**src/rtl/vm_proj_mem_writer.sv**
```systemverilog
// Drains one event's projections from the projection memory and routes each into one of three
// VM projection memories, with per-event banked write addressing.
module vm_proj_mem_writer #(
  parameter int unsigned ZBIT    = 29,
  parameter int unsigned NBANK_W = 3
) (
  input  logic                 clk,
  input  logic                 rst_n,
  input  logic                 start,
  input  logic [6:0]           number_in,
  input  logic [53:0]          projection,
  output logic [NBANK_W+5:0]   read_projection,
  output logic                 wr_en_1,
  output logic                 wr_en_2,
  output logic                 wr_en_3,
  output logic [NBANK_W+5:0]   wr_add_1,
  output logic [NBANK_W+5:0]   wr_add_2,
  output logic [NBANK_W+5:0]   wr_add_3,
  output logic [12:0]          vm_projection,
  output logic [6:0]           nproj_1,
  output logic [6:0]           nproj_2,
  output logic [6:0]           nproj_3,
  output logic [2:0]           overflow,
  output logic                 done,
  output logic                 busy
);

  typedef enum logic [1:0] {StIdle, StRead, StDrain} state_e;

  state_e                      state_q, state_d;
  logic [NBANK_W-1:0]          bank_q, bank_d;
  logic [6:0]                  n_q, n_d;
  logic [6:0]                  idx_q, idx_d;
  logic [NBANK_W+5:0]          rd_addr_q, rd_addr_d;
  logic                        v1_q, v1_d, last1_q, last1_d;
  logic                        v2_q, v2_d, last2_q, last2_d;
  logic [5:0]                  idx1_q, idx1_d, idx2_q, idx2_d;
  logic [2:0]                  wr_en_q, wr_en_d;
  logic [2:0][NBANK_W+5:0]     wr_add_q, wr_add_d;
  logic [12:0]                 vm_proj_q, vm_proj_d;
  logic [2:0][6:0]             nproj_q, nproj_d;
  logic [2:0]                  ovf_q, ovf_d;
  logic                        done_q, done_d, busy_q, busy_d;
  logic [2:0]                  sel;
  logic                        route;
  logic [1:0]                  vm;
  logic                        unused_proj;

  // Only a few projection fields are forwarded; the rest of the word is ignored.
  assign unused_proj = ^projection;

  // Address sequencer plus the valid/index/last pipeline that follows each read to its data.
  always_comb begin
    state_d   = state_q;
    bank_d    = bank_q;
    n_d       = n_q;
    idx_d     = idx_q;
    rd_addr_d = rd_addr_q;
    v1_d      = 1'b0;
    last1_d   = 1'b0;
    idx1_d    = idx1_q;
    v2_d      = v1_q;
    last2_d   = last1_q;
    idx2_d    = idx1_q;
    if (start) begin
      bank_d = bank_q + 1'b1;
      n_d    = (number_in > 7'd64) ? 7'd64 : number_in;
      v2_d   = 1'b0;
      if (n_d == 7'd0) begin
        // Empty event: inject a bare 'last' marker so done lands two cycles out.
        state_d = StDrain;
        last2_d = 1'b1;
        idx_d   = 7'd0;
      end else begin
        state_d   = StRead;
        rd_addr_d = {bank_d, 6'd0};
        v1_d      = 1'b1;
        idx1_d    = 6'd0;
        last1_d   = (n_d == 7'd1);
        last2_d   = 1'b0;
        idx_d     = 7'd1;
      end
    end else begin
      case (state_q)
        StRead: begin
          if (idx_q < n_q) begin
            rd_addr_d = {bank_q, idx_q[5:0]};
            v1_d      = 1'b1;
            idx1_d    = idx_q[5:0];
            last1_d   = (idx_q == n_q - 7'd1);
            idx_d     = idx_q + 7'd1;
          end
          if (idx_q + 7'd1 >= n_q) state_d = StDrain;
        end
        StDrain: state_d = StIdle;
        default: state_d = state_q;
      endcase
    end
  end

  // Router: decode the VM selector and build the registered write.
  always_comb begin
    sel   = projection[43:41];
    route = 1'b1;
    vm    = 2'd0;
    case (sel)
      3'd1, 3'd2: vm = 2'd0;
      3'd3, 3'd4: vm = 2'd1;
      3'd5, 3'd6: vm = 2'd2;
      default:    route = 1'b0;
    endcase
    wr_en_d   = 3'b000;
    wr_add_d  = wr_add_q;
    vm_proj_d = vm_proj_q;
    nproj_d   = nproj_q;
    ovf_d     = ovf_q;
    if (v2_q && route) begin
      if (nproj_q[vm] == 7'd64) begin
        ovf_d[vm] = 1'b1;
      end else begin
        wr_en_d[vm]  = 1'b1;
        wr_add_d[vm] = {bank_q, nproj_q[vm][5:0]};
        nproj_d[vm]  = nproj_q[vm] + 7'd1;
        vm_proj_d    = {idx2_q, projection[40:38], projection[ZBIT-3 -: 4]};
      end
    end
    // A new event restarts the counts; a write retiring on this edge still uses the old bank.
    if (start) begin
      nproj_d = '0;
      ovf_d   = 3'b000;
    end
    done_d = last2_q;
    busy_d = start ? 1'b1 : (done_q ? 1'b0 : busy_q);
  end

  always_ff @(posedge clk or negedge rst_n) begin
    if (!rst_n) begin
      state_q   <= StIdle;
      bank_q    <= '1;
      n_q       <= 7'd0;
      idx_q     <= 7'd0;
      rd_addr_q <= '0;
      v1_q      <= 1'b0;
      last1_q   <= 1'b0;
      idx1_q    <= 6'd0;
      v2_q      <= 1'b0;
      last2_q   <= 1'b0;
      idx2_q    <= 6'd0;
      wr_en_q   <= 3'b000;
      wr_add_q  <= '0;
      vm_proj_q <= 13'd0;
      nproj_q   <= '0;
      ovf_q     <= 3'b000;
      done_q    <= 1'b0;
      busy_q    <= 1'b0;
    end else begin
      state_q   <= state_d;
      bank_q    <= bank_d;
      n_q       <= n_d;
      idx_q     <= idx_d;
      rd_addr_q <= rd_addr_d;
      v1_q      <= v1_d;
      last1_q   <= last1_d;
      idx1_q    <= idx1_d;
      v2_q      <= v2_d;
      last2_q   <= last2_d;
      idx2_q    <= idx2_d;
      wr_en_q   <= wr_en_d;
      wr_add_q  <= wr_add_d;
      vm_proj_q <= vm_proj_d;
      nproj_q   <= nproj_d;
      ovf_q     <= ovf_d;
      done_q    <= done_d;
      busy_q    <= busy_d;
    end
  end

  assign read_projection = rd_addr_q;
  assign wr_en_1         = wr_en_q[0];
  assign wr_en_2         = wr_en_q[1];
  assign wr_en_3         = wr_en_q[2];
  assign wr_add_1        = wr_add_q[0];
  assign wr_add_2        = wr_add_q[1];
  assign wr_add_3        = wr_add_q[2];
  assign vm_projection   = vm_proj_q;
  assign nproj_1         = nproj_q[0];
  assign nproj_2         = nproj_q[1];
  assign nproj_3         = nproj_q[2];
  assign overflow        = ovf_q;
  assign done            = done_q;
  assign busy            = busy_q;

endmodule
```
**config.mk**
```make
export PLATFORM = sky130hd
export DESIGN_NAME = vm_proj_mem_writer
export DESIGN_NICKNAME = d
export VERILOG_FILES = /design/src/rtl/vm_proj_mem_writer.sv
export SDC_FILE = /design/constraint.sdc
export NUM_CORES = 1
export LEC_CHECK = 0
export ABC_AREA = 1
export BUFFER_PORTS_ARGS = -buffer_cell sky130_fd_sc_hd__buf_2
export CAP_MARGIN = 10
export CORE_AREA = 2 2 108 110
export CTS_CLUSTER_DIAMETER = 150
export CTS_CLUSTER_SIZE = 30
export DETAILED_ROUTE_END_ITERATION = 8
export DIE_AREA = 0 0 110 112
export PLACE_DENSITY_LB_ADDON = 0.12
export SYNTH_ARGS = -nofsm -noshare
export SYNTH_HDL_FRONTEND = slang
export SYNTH_SLANG_ARGS = --single-unit
```
**constraint.sdc**
```tcl
create_clock -name clk -period 2.16 [get_ports clk]
set_clock_uncertainty 0.2 [all_clocks]
set_input_delay 0.216 -clock clk [delete_from_list [all_inputs] [get_ports clk]]
set_output_delay 0.216 -clock clk [all_outputs]
set_load 0.02 [all_outputs]
```
-- Word level (Yosys, flattened, before mapping)
Index checks and enable logic that the tools add are counted.
- register bits after elaboration: 113
- bits of input ports: 64
- output and inout bits: 78
- word-level logic and storage cells: 115
- add/sub/neg operators: 4
- magnitude comparators: 5
- equal/unequal tests: 14
- multiplexer cells: 50
- bitwise logic cells: 2
- reductions and logical operators: 18
- operators by type and width (kind ; count):
    2-to-1 mux 21 bit ; 3
    2-to-1 mux 9 bit ; 5
    2-to-1 mux 7 bit ; 6
    bitwise mux 27 bit ; 1
    2-to-1 mux 6 bit ; 4
    bitwise mux 21 bit ; 1
    demux 9 bit (select 2 bit) ; 1
    2-to-1 mux 1 bit ; 16
    2-to-1 mux 3 bit ; 5
    adder 7 x 1 -> 7 bit, second input constant ; 2
    binary-select mux 7 bit (select 2 bit) ; 1
    demux 7 bit (select 2 bit) ; 1
    AND reduction 2 bit ; 5
    nonzero test 2 bit ; 5
    equality test 3 bit, second input constant ; 3
    case mux 2 bit (2 select lines) ; 2
    equality test 7 x 1 -> 1 bit, second input constant ; 1
    equality test 7 bit ; 1
    equality test 7 bit, second input constant ; 1
    greater-or-equal comparator 7 bit ; 1
    greater-than comparator 7 bit, second input constant ; 1
    logical NOT 7 bit ; 1
    < comparator 7 bit ; 1
    subtractor 7 x 1 -> 7 bit, second input constant ; 1
    18 further kinds ; 24

-- Longest topological paths before layout
- word-level depth: 11
- gate-level depth with buffers: 15
- gate-level depth less buffers: 15

-- Least setup slack after synthesis
OpenSTA, ideal clock, no wires.
- path kind: register -> register
- start: reg idx_q[1]
- end: reg state_q[0]
- setup time: 131 ps
- arrival time: 1874 ps
- data required time: 1829 ps
- slack: -45 ps
- stages on the path, launching flop included: 12
- path buffers: 0
- path through: dfrtp_1 -> ha_1 -> nand3_1 -> nor2_1 -> nand2_1 -> xor2_1 -> inv_1 -> ha_1 -> nand3_1 -> o2111ai_1 -> a21oi_1 -> o21bai_1
- longest elaborated chain between the ends: 4
- RTL lines (element ; RTL line ; source):
    start: declaration ; 33 ; logic [6:0] idx_q, idx_d;
    start signal: assignment ; 160 ; idx_q <= idx_d;
    adder 7 x 1 -> 7 bit ; 93 ; if (idx_q + 7'd1 >= n_q) state_d = StDrain;
    greater-or-equal comparator 7 bit ; 93 ;
    inequality test 3 bit (no line) ; n/a ;
    AND reduction 2 bit (no line) ; n/a ;
    end signal: assignment ; 138 ; state_q <= StIdle;
    end signal: assignment ; 157 ; state_q <= state_d;
    end: declaration ; 30 ; state_e state_q, state_d;
No other way between the ends.
A chain may end at the register's enable or synchronous reset.

-- Final worst setup path
- start: reg idx_q[2]
- end: reg state_q[0]
Same word-level chain as after synthesis.

==> impl_metrics.yaml <==
status:
  status: "complete, but fails checks"
  violations: "setup timing"
hold_path:
  holdCritPathClass: "input port to flop"
  holdPathEnd: "n_q[2]"
  min_from: "number_in[2]"
  hold_depth: 3
worst_setup_path:
  path_class: "flop to flop"
  r2r_cells: 10
  path_cells: "nand3_2 -> nor2_1 -> nand2_1 -> xor2_2 -> inv_1 -> ha_4 -> nand3_4 -> o2111ai_4 -> a21oi_1 -> o21bai_1"
  required_ps: 2180
  timing.rr.end: "state_q[0]"
  setup.worst_path.start_class: "flop"
  worst-r2r-setup-slack_ps: -80
  cpPeakStageDelay_ps: 480
  crit_slowest_cell: "dfrtp_1"
  worst-path-buf-inv: 1
  crit_path_end_kind: "flop"
  critPathMaxFanout: 4
  crit_family: "flip-flops"
  timing.rr.start: "idx_q[2]"
  worstPathArrival_ps: 2260
grt:
  grt_pass1_vias: 4166
  grt_max_degree: 108
  grt_usage_pct: 21.26
  gr-total-overflow: 0
  grt_pass1_wl_mm: 20.46
  antenna_found_initial: 0
clock_tree:
  clk_pin_slew_ps: 70
  clk_path_buf_depth: 2
  cts_buffers: 9
  clock_sinks: 107
  worstSkewPairLatency_ps: 340
  root_buffer: "clkbuf_16"
  htreeDepth: 3
  cts_tree: "built"
yosys:
  synth.cell_area_sq_um: 5111
  ys_ff_latch: 107
  ys.warnings.count: 0
  synth_fp_nets: 650
  synth_async_sr_flop_share_pct: 100.0
  synth_edf_count: 0
  synth_area_per_cell_sq_um: 9.014
  seq_area_frac_synth_pct: 52.46
  synth_cells: 567
  synthFlopType: "dfrtp_1"
  synth_cell_types: 34
floorplanning:
  die_y_um: 112
  start_util_pct: 45.74
  die_w_um: 110
  design.portCount: 142
  fp-row-count: 39
  core_sq_um: 11170
  die_area_sq_um: 12320
placed_design:
  dp_hpwl_mm: 9.056
  place_area_sq_um: 6187
  port_buffers: 97
  gp_congestion: 0.8610
finish:
  finalNetCount: 815
  drive_gt1_share_pct: 30.66
  syn_to_final_growth_pct: 33.78
  num_antenna_cells: 0
  n_fill_cell: 944
  fin_area_sq_um: 6838
  fin_util_pct: 61.19
timing:
  max_freq_mhz: 446.9
  finalSetupViolCount: 3
  finalHoldViolations: 0
  finalMaxSlewViolations: 0
  finalWorstSetupSlack_ps: -77.64
  rsz0062_at_grt: "yes"
  post-route-period-util_pct: 103.6
  min_period_ps: 2238
  slew_headroom_pct: 62.27
  worst_pin_slew_ps: 565.9
power:
  total_power_w: 0.006399
  irDropWorstVdd_mv: 0.5101
  cellPowerDensity_nw_per_um2: 935.9
  p_leak_nw: 3.642
routing:
  vias_per_cell: 4.967
  wl_per_cell_um: 14.26
  drtAntennaViolNets: 0
  wirelength_mm: 12.55
  firstDrtPassIters: 5
  drt-initial-drc-count: 184
  drc: 0
  vias: 4371
run:
  cap_violations: 0
-- synth_stat cells (all sizes together), types with 2 or more instances --
master / count / area (sq um)
o22ai: 7 / 43.79
nand4: 8 / 50.05
buf: 12 / 96.34
nand3b: 6 / 45.04
xnor2: 2 / 17.52
a211oi: 2 / 15.01
dfstp: 3 / 78.83
nor2: 33 / 171.4
xor2: 14 / 122.6
nand2: 159 / 643.1
dfrtp: 104 / 2603
a21oi: 13 / 65.06
nand3: 60 / 360.3
o21ai: 49 / 249.0
a22o: 3 / 26.28
inv: 65 / 244.0
nor3: 3 / 15.01
clkbuf: 3 / 11.26
ha: 19 / 237.7
-- what timing repair did --
action                                  CTS  global route
endpoints found under the setup margin   11            58
setup buffers                             1             2
hold endpoints to repair                117             0
resized for setup                        10            25
hold buffers                             13             0
pin swaps                                 2             5
-- worst min-delay path, cell delays in order --
cell and delay [ps]:
buf_2 100, nand2_1 100, o21ai_0 80
-- logic make-up (layout without fill, tap and decap cells) --
| logic type | Yosys count | after routing | synth area share [%] |
|---|---|---|---|
| compound gates | 76 | 76 | 8.127 |
| xor+xnor | 16 | 16 | 2.742 |
| fa+ha+maj | 19 | 19 | 4.651 |
| buf+inv | 80 | 250 | 6.879 |
| flops | 107 | 107 | 52.46 |
| simple gates | 269 | 269 | 25.14 |
-- through the flow --
| stage | setup slack [ps] | instances | hold slack, ps | TNS, ps |
|---|---|---|---|---|
| 6_report | -77.64 | 880 | 10.39 | -94.43 |
| 5_1_grt | -210.2 | 880 | 47.69 | -2069 |
| 4_1_cts | -102.2 | 878 | 5.908 | -102.2 |
| 3_5_place_dp | -115.9 | 848 | 135.9 | -4100 |
| 3_3_place_gp | -85.64 | 848 | 129.0 | -3092 |
| 2_1_floorplan | -12.71 | 567 | -279.6 | -12.71 |
-- layout by cell type, fill, tap and decap left out, types with 11 or more instances in the layout --
cell           count
o21ai_1           19
ha_1              14
a21oi_1           11
nand3_1           51
buf_2             96
o21ai_0           28
buf_4             53
inv_1             55
nand2_1          149
dlygate4sd3_1     13
dfrtp_1          104
nor2_1            25
-- per-layer routing --
metal	vias to the layer above	global-route usage [%]	routed length (um)
met3	24	3.044	478
met1	2080	29.66	5693
met5	-	0	0
met4	0	7.764	333
li1	2170	-	-
met2	97	33.58	6040
-- sequential cells by signal, summed over array words and instances, names as in the netlist, 9 cells and up --
register / flops
wr_add_3: 9
wr_add_1: 9
read_projection: 9
vm_projection: 13
wr_add_2: 9
-- how the worst max path moves through the flow --
stage | startpoint | to | slack, ps | cells past startpoint
5_1_grt | idx_q[2] | state_q[0] | -210 | 10
4_1_cts | idx_q[0] | state_q[0] | -100 | 11
6_report | idx_q[2] | state_q[0] | -80 | 10
3_5_place_dp | idx_q[0] | state_q[0] | -120 | 11
3_3_place_gp | projection[42] | wr_add_3[1] | -90 | 16
2_1_floorplan | idx_q[1] | state_q[0] | -10 | 11
-- final cells by class --
class | count | area (sq um) | area share (%)
Clock buffer | 11 | 232.7 | 3.403
Clock inverter | 5 | 85.08 | 1.244
Tap cell | 143 | 178.9 | 2.617
Sequential cell | 107 | 2681 | 39.21
Multi-Input combinational cell | 380 | 2276 | 33.28
Timing Repair Buffer | 169 | 1140 | 16.67
Inverter | 65 | 244.0 | 3.568
-- report_power, final --
part           total [W]  internal [W]  switching [W]
logic            0.00203      0.000780        0.00125
clock network    0.00175       0.00102       0.000723
registers        0.00262       0.00239       0.000230
total            0.00640       0.00420        0.00220
(Power assumes the default switching activity.)
